File: config.mk
export PLATFORM = sky130hd
export DESIGN_NAME = drum_step_sequencer_flat
export DESIGN_NICKNAME = d
export VERILOG_FILES = /design/src/rtl/de2drums_pkg.sv /design/src/rtl/drum_step_sequencer_if.sv /design/src/rtl/drum_step_sequencer_trig_stretch.sv /design/src/rtl/drum_step_sequencer.sv /design/src/flat_wrapper.sv
export SDC_FILE = /design/constraint.sdc
export NUM_CORES = 1
export LEC_CHECK = 0
export ABC_AREA = 0
export CAP_MARGIN = 20
export CELL_PAD_IN_SITES_DETAIL_PLACEMENT = 2
export CELL_PAD_IN_SITES_GLOBAL_PLACEMENT = 2
export CORE_MARGIN = 2
export CORE_UTILIZATION = 44
export DETAILED_ROUTE_END_ITERATION = 8
export GPL_TIMING_DRIVEN = 0
export PLACE_DENSITY = 0.86
export SLEW_MARGIN = 20
export SYNTH_ARGS = -nofsm -noshare
export SYNTH_HDL_FRONTEND = slang
export SYNTH_HIERARCHICAL = 1
export SYNTH_SLANG_ARGS = --single-unit
File: constraint.sdc
create_clock -name clk -period 4.5 [get_ports clk]
set_clock_uncertainty 0.2 [all_clocks]
set_input_delay 0.45 -clock clk [delete_from_list [all_inputs] [get_ports clk]]
set_output_delay 0.45 -clock clk [all_outputs]
set_load 0.02 [all_outputs]
File: src/rtl/de2drums_pkg.sv
// Shared definitions for the DE2 drum machine: instrument count, sequencer
// FSM state encoding and instrument index constants.
package de2drums_pkg;

  localparam int NUM_INS = 4;

  localparam logic [1:0] ST_IDLE  = 2'd0;
  localparam logic [1:0] ST_PLAY  = 2'd1;
  localparam logic [1:0] ST_PAUSE = 2'd2;

  typedef enum logic [1:0] {
    IDLE  = ST_IDLE,
    PLAY  = ST_PLAY,
    PAUSE = ST_PAUSE
  } seq_state_t;

  localparam logic [1:0] INS1 = 2'd0;
  localparam logic [1:0] INS2 = 2'd1;
  localparam logic [1:0] INS3 = 2'd2;
  localparam logic [1:0] INS4 = 2'd3;

endpackage

File: src/rtl/drum_step_sequencer_if.sv
// Pattern-row write handshake between the switch-entry control FSM (master)
// and the step sequencer (slave).
interface drum_step_sequencer_if #(
  parameter int STEPS = 16
);

  logic             wr_en;
  logic [1:0]       wr_ins;
  logic [STEPS-1:0] wr_data;
  logic             wr_ack;

  modport master (output wr_en, output wr_ins, output wr_data, input wr_ack);
  modport slave  (input wr_en, input wr_ins, input wr_data, output wr_ack);

endinterface

File: src/rtl/drum_step_sequencer_trig_stretch.sv
// Holds one instrument trigger high for LEN cycles after each pulse; a new
// pulse while held restarts the count, clear drops it at once.
module trig_stretch #(
  parameter int LEN = 4
) (
  input  logic clk,
  input  logic reset,
  input  logic clear,
  input  logic pulse,
  output logic held
);

  localparam int CW = $clog2(LEN + 1);

  logic [CW-1:0] count;

  always_ff @(posedge clk or negedge reset) begin
    if (!reset) begin
      count <= '0;
    end else if (clear) begin
      count <= '0;
    end else if (pulse) begin
      count <= CW'(LEN);
    end else if (count != '0) begin
      count <= count - 1'b1;
    end
  end

  assign held = (count != '0);

endmodule

File: src/rtl/drum_step_sequencer.sv
// Four-instrument step sequencer with play/pause/stop FSM and pattern rows.
// Optional macro TRIG_STRETCH_EN widens each trigger to TRIG_LEN cycles.
module drum_step_sequencer
  import de2drums_pkg::*;
#(
  parameter int STEPS    = 16,
  parameter int TRIG_LEN = 4
) (
  input  logic                     clk,
  input  logic                     reset,
  input  logic                     tick,
  input  logic                     play_req,
  input  logic                     pause_req,
  input  logic                     stop_req,
  drum_step_sequencer_if.slave     wr,
  output logic [NUM_INS-1:0]       trig,
  output logic [$clog2(STEPS)-1:0] step,
  output logic                     playing
);

  seq_state_t       state;
  seq_state_t       next_state;
  logic [STEPS-1:0] pattern [NUM_INS];
  logic             sound;
  logic [NUM_INS-1:0] hit;

  always_ff @(posedge clk or negedge reset) begin
    if (!reset) state <= IDLE;
    else        state <= next_state;
  end

  // Priority stop > pause > play; requests invalid for a state fall through.
  always_comb begin
    next_state = state;
    case (state)
      IDLE:    if (play_req) next_state = PLAY;
      PLAY: begin
        if (stop_req)       next_state = IDLE;
        else if (pause_req) next_state = PAUSE;
      end
      PAUSE: begin
        if (stop_req)      next_state = IDLE;
        else if (play_req) next_state = PLAY;
      end
      default: next_state = IDLE;
    endcase
  end

  // A tick only sounds when PLAY is kept; any state change swallows it.
  assign sound = (state == PLAY) && (next_state == PLAY) && tick;

  always_comb begin
    hit = '0;
    for (int i = 0; i < NUM_INS; i++) begin
      hit[i] = sound && pattern[i][step];
    end
  end

  always_ff @(posedge clk or negedge reset) begin
    if (!reset) begin
      step <= '0;
    end else if (state == IDLE || next_state == IDLE) begin
      step <= '0;
    end else if (sound) begin
      step <= step + 1'b1;
    end
  end

  always_ff @(posedge clk or negedge reset) begin
    if (!reset) playing <= 1'b0;
    else        playing <= (next_state == PLAY);
  end

  // The trigger reads pattern before this write lands, so a same-cycle
  // write only affects the following tick.
  always_ff @(posedge clk or negedge reset) begin
    if (!reset) begin
      for (int i = 0; i < NUM_INS; i++) pattern[i] <= '0;
    end else if (wr.wr_en) begin
      pattern[wr.wr_ins] <= wr.wr_data;
    end
  end

  always_ff @(posedge clk or negedge reset) begin
    if (!reset) wr.wr_ack <= 1'b0;
    else        wr.wr_ack <= wr.wr_en;
  end

`ifdef TRIG_STRETCH_EN
  for (genvar g = 0; g < NUM_INS; g++) begin : g_stretch
    trig_stretch #(.LEN(TRIG_LEN)) u_stretch (
      .clk   (clk),
      .reset (reset),
      .clear (stop_req),
      .pulse (hit[g]),
      .held  (trig[g])
    );
  end
`else
  // A zero TRIG_LEN mutes the outputs; otherwise triggers are 1-cycle pulses.
  always_ff @(posedge clk or negedge reset) begin
    if (!reset) trig <= '0;
    else        trig <= (TRIG_LEN > 0) ? hit : '0;
  end
`endif

endmodule

File: src/flat_wrapper.sv
// flat-port wrapper written by rule: the top's interface ports become plain ports
module drum_step_sequencer_flat import de2drums_pkg::*;
#(
  parameter int STEPS    = 16,
  parameter int TRIG_LEN = 4
)
  (clk, reset, tick, play_req, pause_req, stop_req, trig, step, playing, wr_wr_en, wr_wr_ins, wr_wr_data, wr_wr_ack);
  drum_step_sequencer_if #(.STEPS(STEPS)) wr_i ();
  input  logic clk;
  input  logic reset;
  input  logic tick;
  input  logic play_req;
  input  logic pause_req;
  input  logic stop_req;
  output logic [NUM_INS-1:0] trig;
  output logic [$clog2(STEPS)-1:0] step;
  output logic playing;
  input wire logic [$bits(wr_i.wr_en)-1:0] wr_wr_en;
  input wire logic [$bits(wr_i.wr_ins)-1:0] wr_wr_ins;
  input wire logic [$bits(wr_i.wr_data)-1:0] wr_wr_data;
  output wire logic [$bits(wr_i.wr_ack)-1:0] wr_wr_ack;
  assign wr_i.wr_en = wr_wr_en;
  assign wr_i.wr_ins = wr_wr_ins;
  assign wr_i.wr_data = wr_wr_data;
  assign wr_wr_ack = wr_i.wr_ack;
  drum_step_sequencer #(.STEPS(STEPS), .TRIG_LEN(TRIG_LEN)) u_core (.clk(clk), .reset(reset), .tick(tick), .play_req(play_req), .pause_req(pause_req), .stop_req(stop_req), .wr(wr_i), .trig(trig), .step(step), .playing(playing));
endmodule
# After elaboration in Yosys (flattened, before gate mapping)
# Cells that the tools add are included.
# totals
register_bits	76
inputBits	25
out_inout_bits	10
wordCells	46
# classes
add_sub_neg	1
n_lt_le_gt_ge	3
eq_ne	3
mux	18
bitwise_logic	1
reduce_logical	11
# ops
cell	n
$bwmux 64	1
$demux 16 s2	1
$bmux 1 s4	4
$mux 16	1
$mux 2	4
$mux 4	2
$logic_and 1x1->1	7
$pmux 2 s3	1
$lt 4x5->1 const B	1
$add 4x1->4 const B	1
$eq 2x1->1 const B	2
$logic_not 2->1	2
$mux 1	4
$ge 3x3->1 const B	1
$lt 3x1->1 const B	1
$not 2->3	1
$eq 2x2->1 const B	1
$reduce_bool 2->1	1
$logic_or 1x1->1	1

# Longest topological paths before layout
# Gate-level depths: netlist of run 1.
# logic_depth
word_depth	8
mapped_depth	5
depth_no_buf	4

# Worst setup path after synthesis of run 1
# No wires, ideal clock.
# synth_timing
path_kind	register to register
start	register u_core.step[1]
end	register u_core.trig[3]
setup_time_ps	127
arrival_ps	1584
required_ps	4173
setup_slack_ps	2588
path_stages_with_launch	6
n_path_buf	1
synth_period_minus_slack_ps	1912
path_cell_list	dfrtp_1 -> buf_6 -> mux4_1 -> mux2_2 -> o21ai_2 -> a21oi_1
# synth_between
elab_chain_cells	3
# synth_lines
item	line	source
start, declared	drum_step_sequencer.sv:17	output logic [$clog2(STEPS)-1:0] step,
start signal, assigned	drum_step_sequencer.sv:65	step <= step + 1'b1;
$bmux 1 s4	drum_step_sequencer.sv:55	hit[i] = sound && pattern[i][step];
$mux 1 (implied by the code)	drum_step_sequencer.sv:55	
$logic_and 1x1->1	drum_step_sequencer.sv:55	
net u_core.hit[3]	drum_step_sequencer.sv:25	logic [NUM_INS-1:0] hit;
end signal, assigned	drum_step_sequencer.sv:103	else trig <= (TRIG_LEN > 0) ? hit : '0;
end, declared	drum_step_sequencer.sv:16	output logic [NUM_INS-1:0] trig,
# The timed path passes the listed nets, and every way through them passes these cells. The select of a mux whose other input is x is not followed.
# A chain may end at the register's enable or synchronous reset.

==> impl_metrics.ini, run 1 <==
[global_routing]
grtUsageTotal = 0.216
grt_pass1_vias = 2294
grt_start_max_net_pins = 54
grt_pass1_wl_um = 13200
antenna_found_initial = 0
grt_overflow = 0

[pwr]
p_seq_frac = 0.533
p_clk_frac = 0.301
p_int_uw = 1190
combPwrFrac = 0.166
ir_drop_v = 0.000225
p_leak_uw = 0.00167
p_sw_uw = 427
power.density_mw_per_mm2 = 397
netSwitchingFraction = 0.264

[sta]
tightest_slew_ps = 682
fin_crit_ps = 2350
rsz0062_at_grt = no
setup_viol = 0
slew_headroom = 0.544
timing_hold_violations_final = 0
period_share = 0.523
maxSlewViolCount = 0
setup-tns-final_ps = 0
timing.fmax_mhz = 425

[critical_path]
crit_chain = clkdlybuf4s50_1 -> nor3b_2 -> buf_2 -> mux2_2
slowest_stage = nor3b_2
critPathLaunchType = primary input
critPathKind = in -> reg
path_buf_inv = 2
arrival_ps = 2390
worstPathRequired_ps = 4540
slowest_delay_ps = 610
cp-end-kind = flip-flop
crit_family = buffers and inverters
crit_fanout = 10

[drt]
routed_wl_um = 8150
drt_iter0_drc = 99
ant_nets = 0
via_per_inst = 5.52
vias = 2009
drt_pass1_iterations = 4
detail_route.wl_per_cell_um = 22.4
drc = 0

[logic_synthesis]
synth_area_mm2 = 0.00339
syn_nets = 236
synth_seq_cells = 76
synth.avg_cell_area_um2 = 16.1
synthCells = 210
yosysSeqAreaShare = 0.561
yosysWarnings = 6
synth.distinct_cells = 27

[die]
io_pins = 35
rows = 32
die_w_um = 91.8
die_area_mm2 = 0.00842
die-height_um = 91.8
core_area_mm2 = 0.00761
start_util = 0.446

[place]
io_buffers = 34
routabilityCongestion = 0.720
dp_hpwl_um = 5830
dp.cells = 347

[cells_and_area]
instances_no_fill = 364
finalNetCount = 283
diodes = 0
final_common_cell = dfrtp_1
fin_util = 0.537
final_cell_mix = dfrtp_1 (76), mux2_2 (68), clkdlybuf4s50_1 (33)
syn_to_final_growth_pct = 20.4
layout-drive-gt1-share = 0.416

[clock_tree]
cts_tree = yes
clkLatencyLatePin_ps = 350
clk_path_buf_depth = 2
ctsResizeCount = 0
cts_setup_buffers = 0
cts_max_level = 3
clock-sinks = 76
clk_pin_slew_ps = 80
cts_buffers = 9
clockRootBuffer = clkbuf_8
postCtsHoldBufs = 1

[flow_run]
max_cap_violations = 0

[worst_hold_path]
hp-class = reg -> reg

[outcome]
outcome = complete, no violations
-- layout make-up --
type | count | area [um^2]
Clock buffer | 11 | 151
Clock inverter | 5 | 36.3
Sequential cell | 76 | 1900
Buffer | 10 | 58.8
Timing Repair Buffer | 36 | 375
Inverter | 2 | 7.51
Tap cell | 102 | 128
Fill cell | 687 | 3530
Multi-Input combinational cell | 122 | 1420
-- layer usage --
metal  up-vias  global-route usage  part of all wire
li1        875                   -                 -
met1      1085               0.278              0.44
met2        40               0.373              0.53
met3         9              0.0353             0.022
met4         0              0.0746             0.011
met5         -                   0                 0
-- cell families (layout without fill, tap and decap cells) --
logic type / after synthesis / count (layout) / synth area share
simple gates: 16 / 16 / 0.0303
mux: 89 / 89 / 0.354
compound gates: 12 / 12 / 0.0218
flops: 76 / 76 / 0.561
fa+ha+maj: 1 / 1 / 0.00369
xor+xnor: 4 / 4 / 0.0103
buf+inv: 12 / 64 / 0.0196
-- per-stage QoR --
step	cell area, um^2	hold WS, ps	setup WS [ps]	power [uW]
after floorplan	3390	-45.6	2590	1020
after global placement	3860	279	178	1110
after detailed placement	3880	188	1770	1150
after CTS	4080	310	2150	1640
after global routing	4080	326	2070	1710
final	4080	310	2150	1620
-- registers in the layout, summed over array words and instances, names as in the netlist --
signal,count
u_core/wr.wr_ack,1
u_core/state,2
u_core/playing,1
u_core/pattern,64
u_core/trig,4
u_core/step,4
-- synthesized netlist by cell type --
library cell | instances | area (um^2)
o2bb2ai_1 | 2 | 17.5
inv_1 | 2 | 7.51
buf_2 | 8 | 40.0
buf_6 | 1 | 11.3
and2b_1 | 1 | 7.51
ha_1 | 1 | 12.5
xor2_1 | 3 | 26.3
mux2i_1 | 5 | 50.1
nor2b_1 | 1 | 6.26
a21oi_1 | 4 | 20.0
nand4_1 | 1 | 6.26
o21ai_1 | 3 | 15.0
mux2_2 | 68 | 766
nand3_1 | 1 | 5.00
and4bb_2 | 1 | 12.5
xnor2_1 | 1 | 8.76
o21ai_2 | 1 | 8.76
a31oi_1 | 2 | 12.5
mux4_2 | 10 | 225
buf_4 | 1 | 7.51
nor3b_2 | 1 | 12.5
dfrtp_1 | 76 | 1900
nand2b_1 | 1 | 6.26
nor2_1 | 5 | 18.8
nand3b_1 | 3 | 22.5
mux4_1 | 6 | 158
nor3_1 | 1 | 5.00
-- final timing paths --
| path | slack [ps] | cells past startpoint | start | to |
|---|---|---|---|---|
| hold / removal | 310 | 1 | u_core/pattern[22] | u_core/pattern[22] |
| min in group asynchronous | 360 | 2 | reset | u_core/pattern[1] |
| hold reg to reg | 310 | 1 | u_core/pattern[22] | u_core/pattern[22] |
| max in group asynchronous | 3170 | 3 | reset | u_core/pattern[40] |
| setup / recovery | 2150 | 4 | wr_wr_en | u_core/pattern[62] |
| setup reg to reg | 2420 | 5 | u_core/step[0] | u_core/trig[0] |
-- power groups by stage --
stage / clock [uW] / combinational (uW) / sequential [uW]
final: 487 / 270 / 863
after floorplan: 0 / 175 / 849
after detailed placement: 0 / 272 / 874
after global placement: 0 / 250 / 861
after CTS: 506 / 274 / 863
after global routing: 534 / 294 / 878
Power figures use the tool's default switching activity.
==> run 2, diff against run 1 <==
Settings changed: CORE_UTILIZATION 44 to 41, PLACE_DENSITY 0.86 to 0.81.
Clock period 4.5 ns to 2.21 ns, I/O delays scaled along.
==> impl_metrics.ini, run 2 (same netlist as run 1, synthesis figures left out) <==
[outcome]
outcome = complete, no violations

[cells_and_area]
finalNetCount = 283
syn_to_final_growth_pct = 20.8
final_common_cell = dfrtp_1
fillCellCount = 758
largest_reg_flops = 64
regMostFlops = u_core/pattern
final_cell_mix = dfrtp_1 (76), mux2_2 (68), clkdlybuf4s50_1 (33)
seq_area_mm2 = 0.00190
layout-drive-gt1-share = 0.416
diodes = 0
top_regs = u_core/pattern: 64 flops, u_core/step: 4 flops, u_core/trig: 4 flops
multi_input_area_mm2 = 0.00143

[die]
rows = 33
die_area_mm2 = 0.00901
die_w_um = 94.9
die-height_um = 94.9
core_area_mm2 = 0.00813
io_pins = 35
start_util = 0.417

[global_routing]
grtUsageTotal = 0.209
grt_pass1_wl_um = 13400
grt_start_max_net_pins = 40
grt_pass1_vias = 2293
grt_overflow = 0
antenna_found_initial = 0

[clock_tree]
clock-sinks = 76
cts_max_level = 3
clkLatencyLatePin_ps = 350
cts_tree = yes
clk_path_buf_depth = 2
cts_setup_buffers = 0
cts_buffers = 9
clk_pin_slew_ps = 80
clockRootBuffer = clkbuf_8

[sta]
period_share = 0.949
maxSlewViolCount = 0
timing_hold_violations_final = 0
tightest_slew_ps = 528
setup_viol = 0
whs_ps = 178
rsz0062_at_grt = no
timing.fmax_mhz = 477
slew_headroom = 0.648
fin_crit_ps = 2100
setup-tns-final_ps = 0

[critical_path]
worstPathRequired_ps = 2230
crit_fanout = 9
critPathKind = reg -> reg
cp-end-kind = flip-flop
slowest_delay_ps = 590
arrival_ps = 2120
reg2reg_slack_ps = 110
crit_chain = buf_6 -> mux4_1 -> mux2_2 -> o21ai_1 -> a21oi_1
slowest_stage = mux4_1
critPathLaunchType = flip-flop

[drt]
detail_route.wl_per_cell_um = 22.7
routed_wl_um = 8340
drt_pass1_iterations = 4
via_per_inst = 5.43
drc = 0
ant_nets = 0
vias = 1992
drt_iter0_drc = 68

[pwr]
power_uw = 3390
power.density_mw_per_mm2 = 827
ir_drop_v = 0.000281
p_leak_uw = 0.00168

[place]
dp_hpwl_um = 5900
io_buffers = 34
routabilityCongestion = 0.705

[flow_run]
max_cap_violations = 0

[worst_hold_path]
hp-class = in -> async
-- run 2: routing by layer --
metal,up-vias,GRT usage,part of all wire
met5,-,0,0
met4,0,0.0797,0.022
met3,16,0.0415,0.024
met2,35,0.353,0.52
met1,1061,0.267,0.43
li1,880,-,-
-- run 2: where the power goes --
part           total (uW)  switching (uW)  internal (uW)
registers            1760             137           1620
clock network        1080             530            550
logic                 550             215            335
-- run 2: area by class of cell --
type                            instances  share of cell area
Sequential cell                        76               0.464
Multi-Input combinational cell        122               0.349
Timing Repair Buffer                   36              0.0898
Clock buffer                           10              0.0336
Tap cell                              105              0.0321
Clock inverter                          6              0.0156
Buffer                                 10              0.0144
Inverter                                2             0.00183
-- run 2: worst paths after layout --
check	start	cells past startpoint	to
min in group clk	wr_wr_en	1	u_core/wr.wr_ack
worst max-delay path	u_core/step[1]	5	u_core/trig[1]
worst min-delay path	reset	2	u_core/pattern[8]
worst max register to register	u_core/step[1]	5	u_core/trig[1]
max in group asynchronous	reset	3	u_core/pattern[62]
worst min register to register	u_core/pattern[54]	1	u_core/pattern[54]
-- run 2: critical path, delay by kind of cell, from the launching register on --
| kind | cells | cell delay (ps) |
|---|---|---|
| buffers and inverters | 1 | 180 |
| multiplexers | 2 | 890 |
| flip-flops | 1 | 410 |
| AO/OA/AOI/OAI | 2 | 280 |
-- run 2: what timing repair did --
item	CTS	global route
hold buffers	1	0
setup endpoints to repair	0	10
resized for setup	0	1
endpoints found under the hold margin	38	0
-- run 2: metrics by stage --
step / cell area [um^2] / std cells / utilization / worst slack (ps)
floorplan: 3390 / 210 / - / 298
CTS: 4090 / 367 / 0.503 / 32.9
finish: 4100 / 367 / 0.504 / 114
global placement: 3860 / 349 / 0.475 / -1920
global route: 4100 / 367 / 0.504 / 48.5
detailed placement: 3880 / 350 / 0.477 / -368
==> run 3, diff against run 2 <==
Settings changed: SLEW_MARGIN 20 to unset.
==> results of run 3 <==
No change in the layout: final DEF, timing and power equal those of run 2.
